`config.mk`:
```
export PLATFORM = sky130hd
export DESIGN_NAME = seq_shift_add_multiplier
export DESIGN_NICKNAME = d
export VERILOG_FILES = /design/src/rtl/mult_pkg.sv /design/src/rtl/full_adder.sv /design/src/rtl/mult_ripple_adder.sv /design/src/rtl/seq_shift_add_multiplier.sv
export SDC_FILE = /design/constraint.sdc
export NUM_CORES = 1
export LEC_CHECK = 0
export BUFFER_PORTS_ARGS = -buffer_cell sky130_fd_sc_hd__buf_2
export CAP_MARGIN = 20
export CORE_MARGIN = 2
export CORE_UTILIZATION = 58
export CTS_BUF_LIST = sky130_fd_sc_hd__clkbuf_8
export DETAILED_ROUTE_END_ITERATION = 8
export PLACE_DENSITY = 0.8
export SYNTH_ARGS = -nofsm -noshare
export SYNTH_HDL_FRONTEND = slang
export SYNTH_SLANG_ARGS = --single-unit
export TNS_END_PERCENT = 10
```
`constraint.sdc`:
```
create_clock -name clk -period 7.6 [get_ports clk]
set_input_delay 1.52 -clock clk [delete_from_list [all_inputs] [get_ports clk]]
set_output_delay 1.52 -clock clk [all_outputs]
set_load 0.02 [all_outputs]
```
`src/rtl/mult_pkg.sv`:
```
// Shared types and helpers for the sequential shift-add multiplier.
// Holds the FSM state encoding, the widest supported operand and the product negation helper.
package mult_pkg;

    typedef enum logic [1:0] {
        IDLE = 2'd0,
        RUN  = 2'd1,
        DONE = 2'd2
    } state_t;

    localparam int MULT_WIDTH_MAX = 32;

    // Two's-complement negation at the widest product width; callers keep the low bits they need.
    function automatic logic [2*MULT_WIDTH_MAX-1:0] twos_neg(input logic [2*MULT_WIDTH_MAX-1:0] v);
        return ~v + (2*MULT_WIDTH_MAX)'(1);
    endfunction

endpackage

```
`src/rtl/full_adder.sv`:
```
// Single-bit full adder cell shared by the ripple-carry adders.
module full_adder (
    input  logic a,
    input  logic b,
    input  logic cin,
    output logic sum,
    output logic cout
);

    assign sum  = a ^ b ^ cin;
    assign cout = (a & b) | (cin & (a ^ b));

endmodule

```
`src/rtl/mult_ripple_adder.sv`:
```
// N-bit ripple-carry adder built from a chain of full_adder cells.
module mult_ripple_adder #(
    parameter int N = 9
) (
    input  logic [N-1:0] a,
    input  logic [N-1:0] b,
    input  logic         cin,
    output logic [N-1:0] sum,
    output logic         cout
);

    logic [N:0] carry;

    assign carry[0] = cin;

    for (genvar i = 0; i < N; i++) begin : g_bit
        full_adder u_fa (
            .a    (a[i]),
            .b    (b[i]),
            .cin  (carry[i]),
            .sum  (sum[i]),
            .cout (carry[i+1])
        );
    end

    assign cout = carry[N];

endmodule

```
`src/rtl/seq_shift_add_multiplier.sv`:
```
// Radix-2 shift-add multiplier: one partial product per cycle over WIDTH cycles,
// operating on magnitudes and negating the finished product when the operand signs differ.
module seq_shift_add_multiplier
    import mult_pkg::*;
#(
    parameter int WIDTH = 8
) (
    input  logic               clk,
    input  logic               rst_n,
    input  logic               in_valid,
    output logic               in_ready,
    input  logic [WIDTH-1:0]   in_a,
    input  logic [WIDTH-1:0]   in_b,
    input  logic               in_signed,
    output logic               out_valid,
    input  logic               out_ready,
    output logic [2*WIDTH-1:0] out_p,
    output logic               busy
);

    localparam int CNT_W = $clog2(WIDTH + 1);
    localparam logic [CNT_W-1:0] LAST_STEP = CNT_W'(WIDTH - 1);

    state_t             state, state_next;
    logic [CNT_W-1:0]   count;
    logic [WIDTH-1:0]   mag_a, mag_b, acc_hi, acc_lo;
    logic               neg;
    logic [2*WIDTH-1:0] out_p_r;

    logic [WIDTH-1:0]   a_mag, b_mag, addend;
    logic [WIDTH:0]     sum;
    logic               add_cout;
    logic [WIDTH-1:0]   step_hi, step_lo;
    logic [2*WIDTH-1:0] final_acc, product;
    logic [2*MULT_WIDTH_MAX-1:0] neg_full;
    logic               unused_bits;

    // The magnitude of the most negative value still fits in WIDTH unsigned bits.
    assign a_mag  = (in_signed && in_a[WIDTH-1]) ? (~in_a + WIDTH'(1)) : in_a;
    assign b_mag  = (in_signed && in_b[WIDTH-1]) ? (~in_b + WIDTH'(1)) : in_b;
    assign addend = mag_b[0] ? mag_a : '0;

    mult_ripple_adder #(.N(WIDTH + 1)) u_add (
        .a    ({1'b0, acc_hi}),
        .b    ({1'b0, addend}),
        .cin  (1'b0),
        .sum  (sum),
        .cout (add_cout)
    );

    assign step_hi     = sum[WIDTH:1];
    assign step_lo     = {sum[0], acc_lo[WIDTH-1:1]};
    assign final_acc   = {step_hi, step_lo};
    assign neg_full    = twos_neg((2*MULT_WIDTH_MAX)'(final_acc));
    assign product     = neg ? neg_full[2*WIDTH-1:0] : final_acc;
    assign unused_bits = ^{neg_full, add_cout};

    always_ff @(posedge clk or negedge rst_n) begin
        if (!rst_n) state <= IDLE;
        else        state <= state_next;
    end

    always_comb begin
        state_next = state;
        case (state)
            IDLE:    if (in_valid) state_next = RUN;
            RUN:     if (count == LAST_STEP) state_next = DONE;
            DONE:    if (out_ready) state_next = IDLE;
            default: state_next = IDLE;
        endcase
    end

    always_ff @(posedge clk or negedge rst_n) begin
        if (!rst_n) begin
            count   <= '0;
            mag_a   <= '0;
            mag_b   <= '0;
            acc_hi  <= '0;
            acc_lo  <= '0;
            neg     <= 1'b0;
            out_p_r <= '0;
        end else begin
            case (state)
                IDLE: if (in_valid) begin
                    mag_a  <= a_mag;
                    mag_b  <= b_mag;
                    neg    <= in_signed & (in_a[WIDTH-1] ^ in_b[WIDTH-1]);
                    acc_hi <= '0;
                    acc_lo <= '0;
                    count  <= '0;
                end
                RUN: begin
                    acc_hi <= step_hi;
                    acc_lo <= step_lo;
                    mag_b  <= mag_b >> 1;
                    count  <= count + CNT_W'(1);
                    if (count == LAST_STEP) out_p_r <= product;
                end
                default: ;
            endcase
        end
    end

    assign in_ready  = (state == IDLE);
    assign out_valid = (state == DONE);
    assign busy      = (state != IDLE);
    assign out_p     = out_p_r;

endmodule

```
==> qor.yml <==
status: "complete, no violations"
hold_ws_ns: 0.479
cts_root_buf: "clkbuf_8"
ys.flop_type: "dfrtp_1"
h-tree-depth: 2
final_util: 0.676
synthesis.area_sq_um: 2940
crit_path_cell_trace: "and2_1 -> ha_1 -> inv_1 -> fa_1 -> fa_1 -> fa_1 -> fa_1 -> fa_1 -> inv_1 -> fa_1 -> fa_1 -> o41ai_2 -> xor2_1 -> o21ai_1"
cp-start-kind: "flop"
fin_area_sq_um: 3250
grt_pass1_vias: 2148
ys_ff_latch: 54
critical_path_required_ns: 7.78
hold_viol_final: 0
rsz0062_at_grt: "no"
io_pins: 40
routabilityCongestion: 0.779
seq_area_frac_synth: 0.459
tritoncts: "built"
cp_data_arrival_time_ns: 4.37
slowest_delay_ns: 0.47
worstMarginPinSlew_ns: 0.985
end_kind: "flop"
antenna_cells: 0
hold_buffers: 0
ant_nets: 0
start_util: 0.611
drive_gt1_frac: 0.164
fp-row-count: 25
cellPowerDensity_nw_per_um2: 405
die_area_sq_um: 5660
core_area_sq_um: 4820
max_freq_mhz: 238
insertion_delay_ns: 0.31
synth.distinct_cells: 40
period_minus_slack_ns: 4.19
final_cell_mix: "nand2_1, dfrtp_1, buf_2, o21ai_0, nand3_1"
synth.avg_cell_area_sq_um: 9.23
placed_cell_area_sq_um: 3180
crit_slowest_cell: "dfrtp_1"
avgViaCountPerCell: 5.44
p_leak_uw: 0.00155
slew_headroom: 0.343
min_path_type: "flop to flop"
cts_buffer_depth: 2
clk_pin_slew_ns: 0.09
antenna_found_initial: 0
setup_viol: 0
fin_nets: 386
post_cts_buffers: 0
fin_crit_sh: 0.552
drtIter0Drc: 127
grt_overflow_total: 0
track_usage: 0.216
cp_common_cell: "fa_1"
cts.repair.resized: 0
routed_wl_mm: 5.37
synth_edf_count: 0
die_w_microns: 75.2
grt_max_degree: 55
clock_skew_ns: 0.00640
syn_to_final_growth_pct: 10.6
critPathKind: "flop to flop"
port_buffers: 39
final_max_slew_viol_count: 0
avgRoutedWirePerCell_microns: 12.8
cap_violations: 0
drc_errors: 0
cts_buffers: 5
dieHeight_microns: 75.2
place.detailed.hpwl_mm: 3.93
tns_ns: 0
ys_async_sr_fraction: 1.00
drtPass1Iterations: 4
critPathMaxFanout: 9
syn-num-nets: 352
syn_inst: 319
yosys_warnings: 0
grt_pass1_wl_mm: 9.35
vias: 2285
cts.sinks: 54
layout_commonest_cell: "nand2_1"
ir_worst_vdd_uv: 163
-- cell families (layout without fill, tap and decap cells) --
kind of cell               count (synthesis)  count (layout)  share of synthesized area
and+or+nand+nor                          125             125                      0.200
AOI/OAI and AO/OA                         68              68                      0.142
DFF                                       54              54                      0.459
buffers and inverters                     32              66                     0.0451
xor gates and xnor gates                  25              25                     0.0744
adders and majority gates                 12              12                     0.0689
muxes                                      3               3                     0.0102
-- critical path: cells and delay by family (launching register included) --
| family | cells | cell delay, ns |
|---|---|---|
| simple gates | 1 | 0.16 |
| flops | 1 | 0.47 |
| xor+xnor | 1 | 0.17 |
| compound gates | 2 | 0.45 |
| buf+inv | 2 | 0.13 |
| fa+ha+maj | 8 | 2.69 |
-- registers in the layout (all words and copies together) (netlist names) --
signal,count
out_p,16
acc_hi,8
mag_a,8
mag_b,8
acc_lo,7
count,4
state,2
neg,1
-- path summary, 6_finish.rpt --
kind	startpoint	to	slack, ns	cells past startpoint
max	mag_b[0]	out_p[15]	3.41	14
min	out_p[8]	out_p[8]	0.48	2
max reg2reg	mag_b[0]	out_p[15]	3.41	14
min reg2reg	out_p[8]	out_p[8]	0.48	2
max in group asynchronous	rst_n	mag_a[7]	5.83	2
min in group asynchronous	rst_n	out_p[2]	1.32	2
-- cell usage after synthesis (4+ instances only) --
library cell | n | area, sq um
nand2_1 | 66 | 248
dfrtp_1 | 54 | 1350
o21ai_0 | 38 | 190
nand3_1 | 21 | 105
nor2_1 | 18 | 67.6
inv_1 | 17 | 63.8
xnor2_1 | 13 | 114
xor2_1 | 12 | 105
clkbuf_1 | 9 | 33.8
a21oi_1 | 8 | 40.0
fa_1 | 7 | 140
a22oi_1 | 6 | 45.0
ha_1 | 5 | 62.6
and2_1 | 4 | 25.0
o31ai_1 | 4 | 30.0
-- metal layers --
layer / global-route usage / wire length, microns / up-vias
met2: 0.376 / 2700 / 49
li1: - / - / 1143
met1: 0.277 / 2390 / 1085
met3: 0.0402 / 207 / 8
met5: 0 / 0 / -
met4: 0.0643 / 82 / 0
-- area by class of cell --
class,instances,area [sq um]
Tap cell,67,83.8
Timing Repair Buffer,42,218
Inverter,17,63.8
Clock buffer,5,68.8
Multi-Input combinational cell,233,1460
Clock inverter,2,10.0
Fill cell,431,1560
Sequential cell,54,1350
-- report_power, final --
| group | switching [uW] | total [uW] | internal (uW) |
|---|---|---|---|
| registers | 108 | 521 | 413 |
| clock network | 87.8 | 150 | 62.0 |
| logic | 393 | 647 | 255 |
| total | 588 | 1320 | 730 |
-- metrics by stage --
step,setup slack [ns],total power (uW),std cells
after floorplan,3.49,1010,319
after global placement,3.47,1150,413
after detailed placement,3.39,1180,413
after CTS,3.37,1330,420
after global routing,3.20,1450,420
final,3.41,1320,420
Power figures use the tool's default switching activity.
